[src/rtl/sprdma.sv]
// Sprite (OAM) DMA: a CPU write to TRIGGER_ADDR stalls the CPU and copies
// page {data,00..FF} to OAMDATA_ADDR with alternating read/write cycles.
// Ports: clk, rst_n (async, active-low), cpu_ce end-of-CPU-cycle strobe,
//   cpu_addr_in/cpu_wr_in/cpu_dout_in snooped CPU bus, cpu_rdy stall,
//   bus_sel/bus_addr/bus_wr/bus_dout DMA master bus, bus_din read data,
//   done one-clk completion pulse.
// Optional macro SPRDMA_ODD_ALIGN_EN: extra align cycle on odd triggers.
module sprdma #(
  parameter logic [15:0] OAMDATA_ADDR = 16'h2004,
  parameter logic [15:0] TRIGGER_ADDR = 16'h4014
) (
  input  logic        clk,
  input  logic        rst_n,
  input  logic        cpu_ce,
  input  logic [15:0] cpu_addr_in,
  input  logic        cpu_wr_in,
  input  logic [7:0]  cpu_dout_in,
  output logic        cpu_rdy,
  output logic        bus_sel,
  output logic [15:0] bus_addr,
  output logic        bus_wr,
  output logic [7:0]  bus_dout,
  input  logic [7:0]  bus_din,
  output logic        done
);

  typedef enum logic [2:0] {
    S_IDLE,
    S_ALIGN0,
    S_ALIGN1,
    S_READ,
    S_WRITE,
    S_FIN
  } state_e;

  state_e      state_q;
  logic [7:0]  page_q;
  logic [7:0]  idx_q;
  logic [7:0]  data_q;
  logic        cpu_rdy_q;
  logic        bus_sel_q;
  logic [15:0] bus_addr_q;
  logic        bus_wr_q;
  logic        done_q;
  logic        trig;

`ifdef SPRDMA_ODD_ALIGN_EN
  logic        odd_q;

  always_ff @(posedge clk or negedge rst_n) begin
    if (!rst_n) begin
      odd_q <= 1'b0;
    end else if (cpu_ce) begin
      odd_q <= ~odd_q;
    end
  end
`endif

  assign trig = cpu_wr_in && (cpu_addr_in == TRIGGER_ADDR);

  always_ff @(posedge clk or negedge rst_n) begin
    if (!rst_n) begin
      state_q    <= S_IDLE;
      page_q     <= 8'h00;
      idx_q      <= 8'h00;
      data_q     <= 8'h00;
      cpu_rdy_q  <= 1'b1;
      bus_sel_q  <= 1'b0;
      bus_addr_q <= 16'h0000;
      bus_wr_q   <= 1'b0;
      done_q     <= 1'b0;
    end else begin
      done_q <= 1'b0;
      if (cpu_ce) begin
        unique case (state_q)
          S_IDLE: begin
            if (trig) begin
              page_q     <= cpu_dout_in;
              idx_q      <= 8'h00;
              cpu_rdy_q  <= 1'b0;
              bus_sel_q  <= 1'b1;
              bus_wr_q   <= 1'b0;
              bus_addr_q <= {cpu_dout_in, 8'h00};
              state_q    <= S_ALIGN0;
            end
          end
          S_ALIGN0: begin
`ifdef SPRDMA_ODD_ALIGN_EN
            // odd_q has toggled once since the trigger edge, so a
            // low value here means the trigger cycle was odd.
            if (!odd_q) begin
              state_q <= S_ALIGN1;
            end else begin
              state_q <= S_READ;
            end
`else
            state_q <= S_READ;
`endif
          end
          S_ALIGN1: begin
            state_q <= S_READ;
          end
          S_READ: begin
            data_q     <= bus_din;
            bus_addr_q <= OAMDATA_ADDR;
            bus_wr_q   <= 1'b1;
            state_q    <= S_WRITE;
          end
          S_WRITE: begin
            bus_wr_q <= 1'b0;
            if (idx_q == 8'hFF) begin
              // Hand the bus back now so FIN cannot issue a stray access.
              bus_sel_q <= 1'b0;
              state_q   <= S_FIN;
            end else begin
              idx_q      <= idx_q + 8'd1;
              bus_addr_q <= {page_q, idx_q + 8'd1};
              state_q    <= S_READ;
            end
          end
          S_FIN: begin
            bus_sel_q <= 1'b0;
            bus_wr_q  <= 1'b0;
            cpu_rdy_q <= 1'b1;
            done_q    <= 1'b1;
            state_q   <= S_IDLE;
          end
          default: begin
            state_q <= S_IDLE;
          end
        endcase
      end
    end
  end

  assign cpu_rdy  = cpu_rdy_q;
  assign bus_sel  = bus_sel_q;
  assign bus_addr = bus_addr_q;
  assign bus_wr   = bus_wr_q;
  assign bus_dout = data_q;
  assign done     = done_q;

endmodule

[config.mk]
export PLATFORM = sky130hd
export DESIGN_NAME = sprdma
export DESIGN_NICKNAME = d
export VERILOG_FILES = /design/src/rtl/sprdma.sv
export SDC_FILE = /design/constraint.sdc
export NUM_CORES = 1
export LEC_CHECK = 0
export CORE_ASPECT_RATIO = 2
export CORE_MARGIN = 2
export CORE_UTILIZATION = 48
export CTS_BUF_LIST = sky130_fd_sc_hd__clkbuf_16
export CTS_CLUSTER_SIZE = 10
export DETAILED_ROUTE_END_ITERATION = 8
export PLACE_DENSITY = 0.86
export SYNTH_ARGS = -nofsm -noshare
export SYNTH_HDL_FRONTEND = slang
export SYNTH_SLANG_ARGS = --single-unit
[constraint.sdc]
create_clock -name clk -period 2.05 [get_ports clk]
set_input_delay 0.41 -clock clk [delete_from_list [all_inputs] [get_ports clk]]
set_output_delay 0.41 -clock clk [all_outputs]
set_load 0.005 [all_outputs]
After elaboration in Yosys (flattened, before gate mapping) --
Cells that the tools add are included.
Word-level totals: register bits 47, output and inout port bits 28, input bits 36
Operators by class: reductions and logical operators 17, equality and inequality tests 10, $add $sub $neg 1, muxes and demuxes 17
Operator list (number):
- 16-bit one-hot mux with 3 select lines | 1
- 16-bit 2-to-1 mux | 2
- 16-bit by 15-bit equality test with 1-bit output, second input constant | 1
- 8-bit 2-to-1 mux | 2
- 8-bit one-hot mux with 2 select lines | 1
- 3-bit one-hot mux with 4 select lines | 1
- 4-bit AND reduction | 3
- 3-bit AND reduction | 3
- 3-bit nonzero test | 3
- 8-bit by 1-bit adder with 8-bit output, second input constant | 1
- 8-bit equality test, second input constant | 1
- 3-bit by 2-bit equality test with 1-bit output, second input constant | 2
- 3-bit equality test, second input constant | 2
- 3-bit 2-to-1 mux | 2
- 2-bit != test, second input constant | 3
- 1-bit one-hot mux with 3 select lines | 2
- 1-bit 2-to-1 mux | 5
- 2-bit AND reduction | 2
- 2-bit nonzero test | 2
- 2-bit OR reduction | 2
- 3-bit by 1-bit equality test with 1-bit output, second input constant | 1
- 3-bit zero test | 1
- 1-bit one-hot mux with 2 select lines | 1
- 1-bit logical AND | 1

Longest topological paths before layout --
depth in word-level cells 4, gate-level depth with buffers 8

Worst setup path before layout --
Ideal clock, no wire load.
path kind reg-to-reg, from register idx_q[0], to register bus_addr_q[6], in the netlist bus_addr[6], required time 1.929 ns, library setup time 0.121 ns, stages on the path, launching flop included 9, clock period less this slack 1.826 ns, data arrival time 1.705 ns, path buffers 2, slack 0.224 ns, cell sequence dfrtp_1 > ha_1 > and3_1 > clkbuf_2 > nand4_1 > a22oi_2 > or2_1 > buf_6 > a22o_1
Between the ends: word-level cells in the longest chain between the ends 3, elaborated cells between the ends (all ways) 6
Ends and longest elaborated chain:
- start: declaration | RTL line 38 | logic [7:0] idx_q;
- start signal: assignment | RTL line 116 | idx_q <= idx_q + 8'd1;
- 8-bit by 1-bit adder with 8-bit output / 8-bit equality test (equally long branches) | RTL line 117, 111
- 16-bit 2-to-1 mux / 2-bit != test (equally long branches)
- 16-bit one-hot mux with 3 select lines / 4-bit AND reduction (equally long branches)
- end signal: assignment | RTL line 83 | bus_addr_q <= {cpu_dout_in, 8'h00};
- end signal: assignment | RTL line 117 | bus_addr_q <= {page_q, idx_q + 8'd1};
- end: declaration | RTL line 42 | logic [15:0] bus_addr_q;
Parallel ways exist; a longest one is shown, timed or not. The select of a mux whose other input is x is not followed. A chain may end at the register's enable or synchronous reset.

Worst setup path in the final report --
from input cpu_addr_in[8], to register bus_addr_q[8], in the netlist bus_addr[8]
Between the ends: word-level cells in the longest chain between the ends 4
Ends and longest elaborated chain:
- start: declaration | RTL line 15 | input logic [15:0] cpu_addr_in,
- 16-bit by 15-bit equality test with 1-bit output | RTL line 59 | assign trig = cpu_wr_in && (cpu_addr_in == TRIGGER_ADDR);
- 1-bit logical AND | RTL line 59
- 2-bit != test (no line)
- 4-bit AND reduction (no line)
No other way between the ends.

==> results.md <==
- **core area** 4775 um^2
- **Yosys warnings** 0
- **fraction of registers with async set/reset** 100.0%
- **Final Max Tran Viols** 0
- **Cell Rows** 36
- **kind of critical path** in -> reg
- **count of nets after finishing** 334
- **worst skew pair latency** 290 ps
- **gate family responsible for the most delay along the worst path** simple AND/OR/NAND/NOR gates
- **final hold violation count** 0
- **number of antenna-violating nets in the routed design** 0
- **crit-path max FO** 5
- **pin count of the biggest net entering global routing** 27
- **DRC violation count after routing** 0
- **placed cell count** 346
- **GRT Total Usage** 23.61%
- **fraction of final layout cells with drive strength greater than 1** 22.15%
- **final setup fails** 0
- **Net Count, Synth** 252
- **overall die area** 5497 um^2
- **Sink Count** 47
- **post-layout util** 69.63%
- **number of buffers on the longest clock path** 2
- **worst hold slack after final layout** 99.98 ps
- **number of antenna violations at the first check in global routing** 0
- **category of the worst setup path capture point** register
- **First-pass DRT Iterations** 4
- **clock period minus final worst setup slack** 2003 ps
- **detailed-route wire length** 6.148 mm
- **part of the Yosys area used for sequential elements** 50.19%
- **achievable frequency** 499.2 MHz
- **detailed placement HPWL** 4.435 mm
- **final clock period utilization by the worst path** 97.72%
- **Largest stage delay, worst path** 420 ps
- **Synth Register Bits** 47
- **Chip Width** 53.44 um
- **wire length of the first global-routing pass** 9.646 mm
- **# IOs** 64
- **die boundary height** 102.9 um
- **average wire per standard cell** 17.32 um
- **number of setup buffers added after CTS** 0
- **leakage power figure** 1.451 nW
- **Post-synth top flop** dfrtp_1
- **result of the run** complete, no violations
- **number of antenna repair diodes** 0
- **data arrival time of the critical path** 2180 ps
- **via count of the first global-routing pass** 2149
- **r2r setup slk** 160 ps
- **RePlAce Congestion** 0.8875
- **RSZ-0062 raised after global routing** yes
- **via count of the routed design** 2061
- **Remaining Overflow, GRT** 0
- **TNS Setup** 0 ps
- **hold bufs inserted after CTS** 0
- **buffer and inverter count on the worst path** 1
- **master cell of the clock root buffer** clkbuf_16
- **cell area after synthesis** 2346 um^2
- **port bufs** 63
- **slowest library cell on the worst path** clkdlybuf4s50_1
- **number of non-filler instances in the completed layout** 355
- **Inserted Clock Buffers** 5
- **post-synthesis average cell area** 10.91 um^2
- **growth of design area from synthesis to finish** 41.71%
- **setup skew after layout** 6.613 ps
- **clock tree from TritonCTS** done
- **PD cells** 1189 nW/um^2
- **CP Data Required Time** 2230 ps
- **clock-pin slew reported for the worst setup and hold paths after clock tree synthesis** 70 ps
- **Cells after Synth** 215
- **worst voltage drop across the vdd grid** 1137 uV
- **initial cell density of the core** 49.14%
- **max cap viols** 0
- **number of violations reported at the end of detailed-routing iteration 0** 67
- **CP Cell Sequence** clkdlybuf4s50_1, nor4_1, nand2_1, o21a_2, nor2_4, mux2_2
- **number of H-tree levels** 2
- **via count normalized by instance count** 5.806
- **number of synthesized flops with an enable pin** 0
- **Max transition margin** 62.02%
- **type of origin of the critical path** primary input
- **measured slew at the worst slew-check pin** 564.4 ps
- **worst hold path type** in -> async
- **number of distinct standard cells referenced by the synthesized netlist** 47
## cells in the final DEF, fill, tap and decap left out, drive strengths merged, types with 2 or more instances in the layout
master         instances
nand3                  8
clkbuf                 5
a31oi                  2
buf                   21
a22oi                  6
nor4                   3
nor2b                  2
nand2                 22
dfrtp                 46
o21ai                 16
a21oi                 10
a21o                   4
o31ai                  5
clkinv                 2
and2                   3
clkdlybuf4s50         62
inv                    6
xor2                   2
nor4b                  3
o22ai                  7
and3                   3
xnor2                  4
nor3                   3
or2                    3
and4bb                 2
mux2                  24
nor2                   9
## worst reg2reg max path, delay by kind of cell, from the launching register on
family | cells | cell delay, ps
muxes | 1 | 300
and+or+nand+nor | 3 | 430
adders and majority gates | 1 | 240
AOI/OAI and AO/OA | 1 | 380
DFF | 1 | 430
## sequential cells by signal (all words and copies together), names as in the netlist
signal / flops
state_q: 3
cpu_rdy: 1
bus_addr: 16
page_q: 8
bus_dout: 8
idx_q: 8
bus_wr: 1
bus_sel: 1
done: 1
## Yosys cell counts (2+ instances only)
| library cell | count | area (um^2) |
|---|---|---|
| dfrtp_1 | 46 | 1151 |
| mux2_2 | 24 | 270.3 |
| nand2_1 | 22 | 82.58 |
| o21ai_0 | 15 | 75.07 |
| a21oi_1 | 10 | 50.05 |
| nand3_1 | 8 | 40.04 |
| o22ai_1 | 7 | 43.79 |
| inv_1 | 6 | 22.52 |
| nor2_1 | 6 | 22.52 |
| a22oi_1 | 5 | 37.54 |
| o31ai_1 | 5 | 37.54 |
| a21o_1 | 4 | 30.03 |
| xnor2_1 | 4 | 35.03 |
| and2_1 | 3 | 18.77 |
| and3_1 | 3 | 18.77 |
| buf_2 | 3 | 15.01 |
| buf_6 | 3 | 33.78 |
| nor3_1 | 3 | 15.01 |
| or2_1 | 3 | 18.77 |
| a31oi_1 | 2 | 12.51 |
| and4bb_2 | 2 | 25.02 |
| clkbuf_1 | 2 | 7.510 |
| nor2b_1 | 2 | 12.51 |
| nor4_1 | 2 | 12.51 |
| nor4b_1 | 2 | 17.52 |
| xor2_1 | 2 | 17.52 |
## where the power goes
| group | total (mW) | switching (mW) | internal [mW] |
|---|---|---|---|
| clock | 0.795 | 0.346 | 0.449 |
| sequential | 1.42 | 0.214 | 1.21 |
| combinational | 1.73 | 0.782 | 0.952 |
## final timing paths
path	start	to	cells after the start
hold reg to reg	cpu_rdy$_DFFE_PN1P_	cpu_rdy$_DFFE_PN1P_	2
min in group clk	cpu_rdy$_DFFE_PN1P_	cpu_rdy$_DFFE_PN1P_	2
setup reg to reg	idx_q[0]$_DFFE_PN0P_	bus_addr[8]$_DFFE_PN0P_	6
setup / recovery	cpu_addr_in[8]	bus_addr[8]$_DFFE_PN0P_	6
max in group asynchronous	rst_n	bus_wr$_DFFE_PN0P_	2
hold / removal	rst_n	bus_sel$_DFFE_PN0P_	1
## per-layer routing
metal | global-route usage, % | up-vias | wire length (um)
met4 | 8.087 | 0 | 104
met3 | 6.377 | 12 | 571
met2 | 41.50 | 113 | 3235
li1 | - | 953 | -
met1 | 26.65 | 983 | 2237
met5 | 0 | - | 0
## area by class of cell
cell class,count,area (um^2)
fillers,366,1450
flip-flops and latches,47,1177
multi-input cells,154,1116
repair buffers,83,792.0
clock buffers,5,125.1
well taps,57,71.32
inverters,6,22.52
clock inverters,3,20.02
## through the flow
step                instance area, um^2  setup slack [ps]  total power, mW
floorplan                          2346             224.3            2.291
detailed placement                 3144            -302.8            3.085
global placement                   3144            -238.7            3.022
CTS                                3289             17.05            3.908
global route                       3324            -13.87            4.176
finish                             3324             46.68            3.953
## cell families (layout without fill, tap and decap cells)
family | Yosys count | count (layout) | share of synthesized area, %
AO/OA/AOI/OAI | 59 | 59 | 16.69
XOR/XNOR | 6 | 6 | 2.240
adder cells (fa/ha/maj) | 1 | 1 | 0.5332
buffers and inverters | 15 | 97 | 3.573
flip-flops | 47 | 47 | 50.19
multiplexers | 24 | 24 | 11.52
AND/OR/NAND/NOR | 63 | 64 | 15.25
## timing repair
| action | 4_1_cts | 5_1_grt |
|---|---|---|
| endpoints found under the setup margin | 2 | 24 |
| pin swaps | 1 | 1 |
| gates resized for setup | 0 | 7 |
| gates cloned | 0 | 1 |
(Power assumes the default switching activity.)
